==> src/rtl/adder_if.sv <==
// Operand/result bundle for the registered adder.
// The master drives operands; the slave (the adder) returns registered results.
interface adder_if #(
  parameter int unsigned WIDTH = 1
);
  logic [WIDTH-1:0] a;
  logic [WIDTH-1:0] b;
  logic             cin;
  logic             cin_sel;
  logic             in_valid;
  logic [WIDTH-1:0] s;
  logic             cout;
  logic             ovf;
  logic             zero;
  logic             out_valid;

  modport master (
    output a, b, cin, cin_sel, in_valid,
    input  s, cout, ovf, zero, out_valid
  );

  modport slave (
    input  a, b, cin, cin_sel, in_valid,
    output s, cout, ovf, zero, out_valid
  );
endinterface

==> src/rtl/adder.sv <==
// Registered WIDTH-bit adder with selectable carry-in and a chained-carry register
// for multi-word addition; one-cycle latency, one result per cycle.
module adder #(
  parameter int unsigned WIDTH = 1
) (
  input  logic    clk,
  input  logic    rst,
  adder_if.slave  bus
);

  localparam int unsigned MSB = WIDTH - 1;
  localparam int unsigned SW  = WIDTH + 1;

  typedef struct packed {
    logic [WIDTH-1:0] s;
    logic             cout;
    logic             ovf;
    logic             zero;
  } result_t;

  localparam result_t RESULT_RST = '{s: '0, cout: 1'b0, ovf: 1'b0, zero: 1'b1};

  result_t          res_q;
  result_t          res_n;
  logic             valid_q;
  logic             chain_q;
  logic             c_eff;
  logic [WIDTH:0]   sum_full;

  // Carry source select and full-width sum, carry kept in the top bit
  always_comb begin
    c_eff    = bus.cin_sel ? chain_q : bus.cin;
    sum_full = {1'b0, bus.a} + {1'b0, bus.b} + SW'(c_eff);
  end

  // Next result: signed overflow when like-signed operands yield a differently signed sum
  always_comb begin
    res_n      = RESULT_RST;
    res_n.s    = sum_full[MSB:0];
    res_n.cout = sum_full[WIDTH];
    res_n.ovf  = (bus.a[MSB] == bus.b[MSB]) && (sum_full[MSB] != bus.a[MSB]);
    res_n.zero = (sum_full[MSB:0] == '0);
  end

  // Results and chain carry only advance on valid operands; out_valid is a one-cycle strobe
  always_ff @(posedge clk or posedge rst) begin
    if (rst) begin
      res_q   <= RESULT_RST;
      valid_q <= 1'b0;
      chain_q <= 1'b0;
    end else begin
      valid_q <= bus.in_valid;
      if (bus.in_valid) begin
        res_q   <= res_n;
        chain_q <= res_n.cout;
      end
    end
  end

  assign bus.s         = res_q.s;
  assign bus.cout      = res_q.cout;
  assign bus.ovf       = res_q.ovf;
  assign bus.zero      = res_q.zero;
  assign bus.out_valid = valid_q;

endmodule

==> src/flat_wrapper.sv <==
// flat-port wrapper written by rule: the top's interface ports become plain ports
module adder_flat 
#(
  parameter int unsigned WIDTH = 1
)
  (clk, rst, bus_a, bus_b, bus_cin, bus_cin_sel, bus_in_valid, bus_s, bus_cout, bus_ovf, bus_zero, bus_out_valid);
  adder_if #(.WIDTH(WIDTH)) bus_i ();
  input  logic clk;
  input  logic rst;
  input wire logic [$bits(bus_i.a)-1:0] bus_a;
  input wire logic [$bits(bus_i.b)-1:0] bus_b;
  input wire logic [$bits(bus_i.cin)-1:0] bus_cin;
  input wire logic [$bits(bus_i.cin_sel)-1:0] bus_cin_sel;
  input wire logic [$bits(bus_i.in_valid)-1:0] bus_in_valid;
  output wire logic [$bits(bus_i.s)-1:0] bus_s;
  output wire logic [$bits(bus_i.cout)-1:0] bus_cout;
  output wire logic [$bits(bus_i.ovf)-1:0] bus_ovf;
  output wire logic [$bits(bus_i.zero)-1:0] bus_zero;
  output wire logic [$bits(bus_i.out_valid)-1:0] bus_out_valid;
  assign bus_i.a = bus_a;
  assign bus_i.b = bus_b;
  assign bus_i.cin = bus_cin;
  assign bus_i.cin_sel = bus_cin_sel;
  assign bus_i.in_valid = bus_in_valid;
  assign bus_s = bus_i.s;
  assign bus_cout = bus_i.cout;
  assign bus_ovf = bus_i.ovf;
  assign bus_zero = bus_i.zero;
  assign bus_out_valid = bus_i.out_valid;
  adder #(.WIDTH(WIDTH)) u_core (.clk(clk), .rst(rst), .bus(bus_i));
endmodule
==> config.mk <==
export PLATFORM = sky130hd
export DESIGN_NAME = adder_flat
export DESIGN_NICKNAME = d
export VERILOG_FILES = /design/src/rtl/adder_if.sv /design/src/rtl/adder.sv /design/src/flat_wrapper.sv
export SDC_FILE = /design/constraint.sdc
export NUM_CORES = 1
export LEC_CHECK = 0
export CORE_AREA = 2 2 39 41
export CTS_CLUSTER_DIAMETER = 80
export CTS_CLUSTER_SIZE = 10
export DETAILED_ROUTE_END_ITERATION = 12
export DIE_AREA = 0 0 41 43
export HOLD_SLACK_MARGIN = 0.1
export PLACE_DENSITY = 0.52
export SLEW_MARGIN = 20
export SYNTH_ARGS = -nofsm -noshare
export SYNTH_HDL_FRONTEND = slang
export SYNTH_SLANG_ARGS = --single-unit
==> constraint.sdc <==
create_clock -name clk -period 1.95 [get_ports clk]
set_clock_uncertainty 0.1 [all_clocks]
set_input_delay 0.585 -clock clk [delete_from_list [all_inputs] [get_ports clk]]
set_output_delay 0.585 -clock clk [all_outputs]
set_load 0.005 [all_outputs]
After elaboration in Yosys (flattened, before gate mapping)
Index checks and enable logic that the tools add are counted.
- output and inout bits: 5
- word-level logic and storage cells: 12
- register bits after elaboration: 5
- reduce and logical (&&, ||, !) cells: 1
- $add $sub $neg: 2
- eq/ne operators: 2
- bitwise operators: 1
- mux-type cells: 1
- operator list (kind ; count):
    adder 1 x 1 -> 2 bit ; 1
    adder 2 x 1 -> 2 bit ; 1
    equality test 1 bit ; 1
    logical AND 1 bit ; 1
    2-to-1 mux 1 bit ; 1
    != test 1 bit ; 1
    inverter 1 bit ; 1

Depth between registers and ports, before layout
- depth in word-level cells: 4
- gate-level depth with buffers: 4
- gate-level depth less buffers: 4

Worst setup path after synthesis
Ideal clock, no wire load.
- kind: input port to flip-flop
- from: input port bus_cin_sel
- to: register u_core.res_q, in the netlist u_core.bus.ovf
- data required time: 1768 ps
- slack: 80 ps
- arrival: 1688 ps
- buffers on the path: 0
- stages on the path: 4
- cells stage by stage: mux2i_1 fa_1 or3_1 a31oi_1
- longest elaborated chain between the ends: 4
- RTL lines (item ; line ; RTL):
    from (decl) ; flat_wrapper.sv:13 ; input wire logic [$bits(bus_i.cin_sel)-1:0] bus_cin_sel;
    2-to-1 mux 1 bit ; adder.sv:32 ; c_eff = bus.cin_sel ? chain_q : bus.cin;
    adder 2 x 1 -> 2 bit ; adder.sv:33 ; sum_full = {1'b0, bus.a} + {1'b0, bus.b} + SW'(c_eff);
    != test 1 bit ; adder.sv:41 ; res_n.ovf = (bus.a[MSB] == bus.b[MSB]) && (sum_full[MSB] != bus.a[MSB]);
    logical AND 1 bit ; adder.sv:41 ;
    to (signal assigned) ; adder.sv:54 ; res_q <= res_n;
    to (decl) ; adder.sv:23 ; result_t res_q;
Every way passes these cells.
A chain may end at the register's enable or synchronous reset.

Worst setup path in the final report
- from: input port bus_cin
- to: register u_core.res_q, in the netlist u_core.bus.ovf
- longest elaborated chain between the ends: 4
- RTL lines (item ; line ; RTL):
    from (decl) ; flat_wrapper.sv:12 ; input wire logic [$bits(bus_i.cin)-1:0] bus_cin;
    2-to-1 mux 1 bit ; adder.sv:32 ;
    adder 2 x 1 -> 2 bit ; adder.sv:33 ;
    != test 1 bit ; adder.sv:41 ;
    logical AND 1 bit ; adder.sv:41 ;
Every way passes these cells.

==> out/metrics.cfg <==
[sta]
fmax_mhz=532
worst-slew-pin-transition_ns=0.178
finalCritPeriodShare_pct=96.4
drv_slew=0
grt_setup_unrepaired=false
period_needed_ns=1.88
worst_slack_ns=0.0706
setup_viol=0
hold_violations=0
maxSlewHeadroom_pct=87.9

[cells_and_area]
multi_input_area_um2=83.8
filler_cell_count=158
layout-drive-gt1-share_pct=28.9
ff_latch_area_um2=126
area_growth_pct=84.5
post-route-util_pct=29.0
nNetsFinal=47
num_antenna_cells=0

[cts]
cts.clk_slew.worst_paths_ns=0.05
numCtsBuffers=3
htree_num_levels=1
clock_path_buffers=2
cts_tree=built
cts_root_buf=clkbuf_4
numClockSinks=5
insertion_delay_ns=0.24

[detailed_routing]
antenna_left=0
wire_per_inst_um=9.83
viasPerCell=3.85
drt-initial-drc-count=1
vias=208
drc=0
drtPass1Iterations=3
routed_wl_um=531

[setup_path]
cpMaxStageDelayCell=fa_1
critical_path.startpoint=bus_cin
required_ns=2.01
cpPeakStageDelay_ns=0.46
reg2regPathDepth=4
arrival_ns=1.94
path_max_fanout=2
crit_type=in -> reg
cp-end-kind=flop
critPathLaunchType=primary input
path_cells=dlygate4sd2_1 > mux2i_2 > fa_1 > or3_1 > a31oi_1
rr_startpoint=u_core.bus.cout

[yosys]
syn_inst=19
syn_area_per_cell_um2=11.5
yosys_warnings=0
synth.mux.area_fraction_pct=9.77
synth-compound-area-share_pct=7.47
ys_types=11
synth_top_family_by_area=simple AND/OR/NAND/NOR gates
synth_seq_cells=5
yosys.area_share.simple_pct=10.3
synthAdderAreaFrac_pct=9.20
synth_xor_area_share_pct=0
syn-num-nets=27
ys_seq_area_share_pct=58.0
synth_area_um2=218

[pwr]
vdd_drop_max_v=0.000336
p_per_area_mw_per_mm2=842
p_leak_uw=0.000191

[placement]
io_buffers=11
dp_slack_ns=-0.509
place.gp.congestion=0.688

[worst_hold_path]
hp-class=in -> async

[job]
drv_cap=0

[floorplanning]
die_h_um=43
fp.dieW_um=41
io_pins=12
start_util_pct=15.7
coreArea_mm2=0.00138
die_area_mm2=0.00176
row_count=14

[global_routing]
grt_usage_pct=8.39
grt_max_degree=7
grt_pass1_wl_um=924
grt_pass1_vias=211
grt_overflow_total=0
antenna_found_initial=0

[run_status]
status=complete, no violations

## sequential cells by signal, indices dropped and copies added (netlist names)
register,flops
u_core.bus.cout,1
u_core.bus.out_valid,1
u_core.bus.ovf,1
u_core.bus.s,1
u_core.bus.zero,1
## per-layer routing
metal	vias to the layer above	global-route usage [%]	share of wire, %
li1	100	-	-
met1	97	10.5	50
met2	11	10.3	41
met3	0	4.71	9.2
met4	0	6.00	0
met5	-	0	0
## path summary, 6_finish.rpt
check / slack [ns] / end
worst max-delay path: 0.07 / u_core.bus.ovf
worst min-delay path: 0.44 / u_core.bus.out_valid
worst max register to register: 0.24 / u_core.bus.ovf
worst min register to register: 0.44 / u_core.bus.ovf
max in group asynchronous: 1.07 / u_core.bus.zero
min in group clk: 0.44 / u_core.bus.ovf
## area by class of cell
cell class / count / share of cell area (%)
sequential: 5 / 31.5
tap: 16 / 4.98
inverter: 3 / 2.80
clock buffer: 4 / 6.54
multi-input combinational: 11 / 20.9
timing repair buffer: 15 / 33.3
## per-stage QoR
stage / area, µm² / instances / hold WS [ns] / TNS, ns / power (µW)
after floorplan: 218 / 19 / 0.263 / 0 / 161
after detailed placement: 378 / 50 / 0.420 / -1.26 / 225
final: 402 / 54 / 0.437 / 0 / 338
after global routing: 402 / 54 / 0.474 / 0 / 366
after CTS: 404 / 54 / 0.441 / 0 / 351
after global placement: 378 / 50 / 0.419 / -0.998 / 221
## what timing repair did
action / CTS / global route
pin swaps: 3 / 3
gates resized for setup: 6 / 2
setup endpoints to repair: 3 / 2
hold buffers: 0 / 0
buffers inserted: 0 / 0
## cells by family (layout without fill, tap and decap cells)
family,count (synthesis),in the layout
flops,5,5
simple gates,5,5
compound gates,3,3
buf+inv,3,22
mux,2,2
fa+ha+maj,1,1
## report_power, final
group / internal, µW / total (µW) / switching (µW)
sequential: 124 / 132 / 8.40
combinational: 56.1 / 86.4 / 30.4
clock: 77.4 / 119 / 42.1
## worst max-delay path: cells and delay by family
kind,cells,cell delay [ns]
buffers and inverters,1,0.24
AOI/OAI and AO/OA,1,0.16
adders and majority gates,1,0.46
muxes,1,0.17
and+or+nand+nor,1,0.33
## synthesized netlist by cell type
master | instances | share of area, %
dfrtp_1 | 4 | 46
inv_1 | 3 | 5.2
nor2_1 | 3 | 5.2
a21oi_1 | 2 | 4.6
a31oi_1 | 1 | 2.9
dfstp_2 | 1 | 12
fa_1 | 1 | 9.2
mux2_2 | 1 | 5.2
mux2i_1 | 1 | 4.6
nand3_1 | 1 | 2.3
or3_1 | 1 | 2.9
## layout by cell type (no fill, tap or decap)
| master | instances |
|---|---|
| a21oi_1 | 2 |
| mux2i_2 | 1 |
| fa_1 | 1 |
| clkdlybuf4s50_1 | 6 |
| dlygate4sd2_1 | 3 |
| mux2_2 | 1 |
| dfstp_2 | 1 |
| clkbuf_2 | 1 |
| nand3_1 | 1 |
| inv_1 | 3 |
| buf_4 | 4 |
| or3_1 | 1 |
| clkbuf_1 | 1 |
| nor2_1 | 3 |
| dlymetal6s2s_1 | 1 |
| dfrtp_1 | 4 |
| clkbuf_4 | 3 |
| a31oi_1 | 1 |
(Power assumes the default switching activity.)
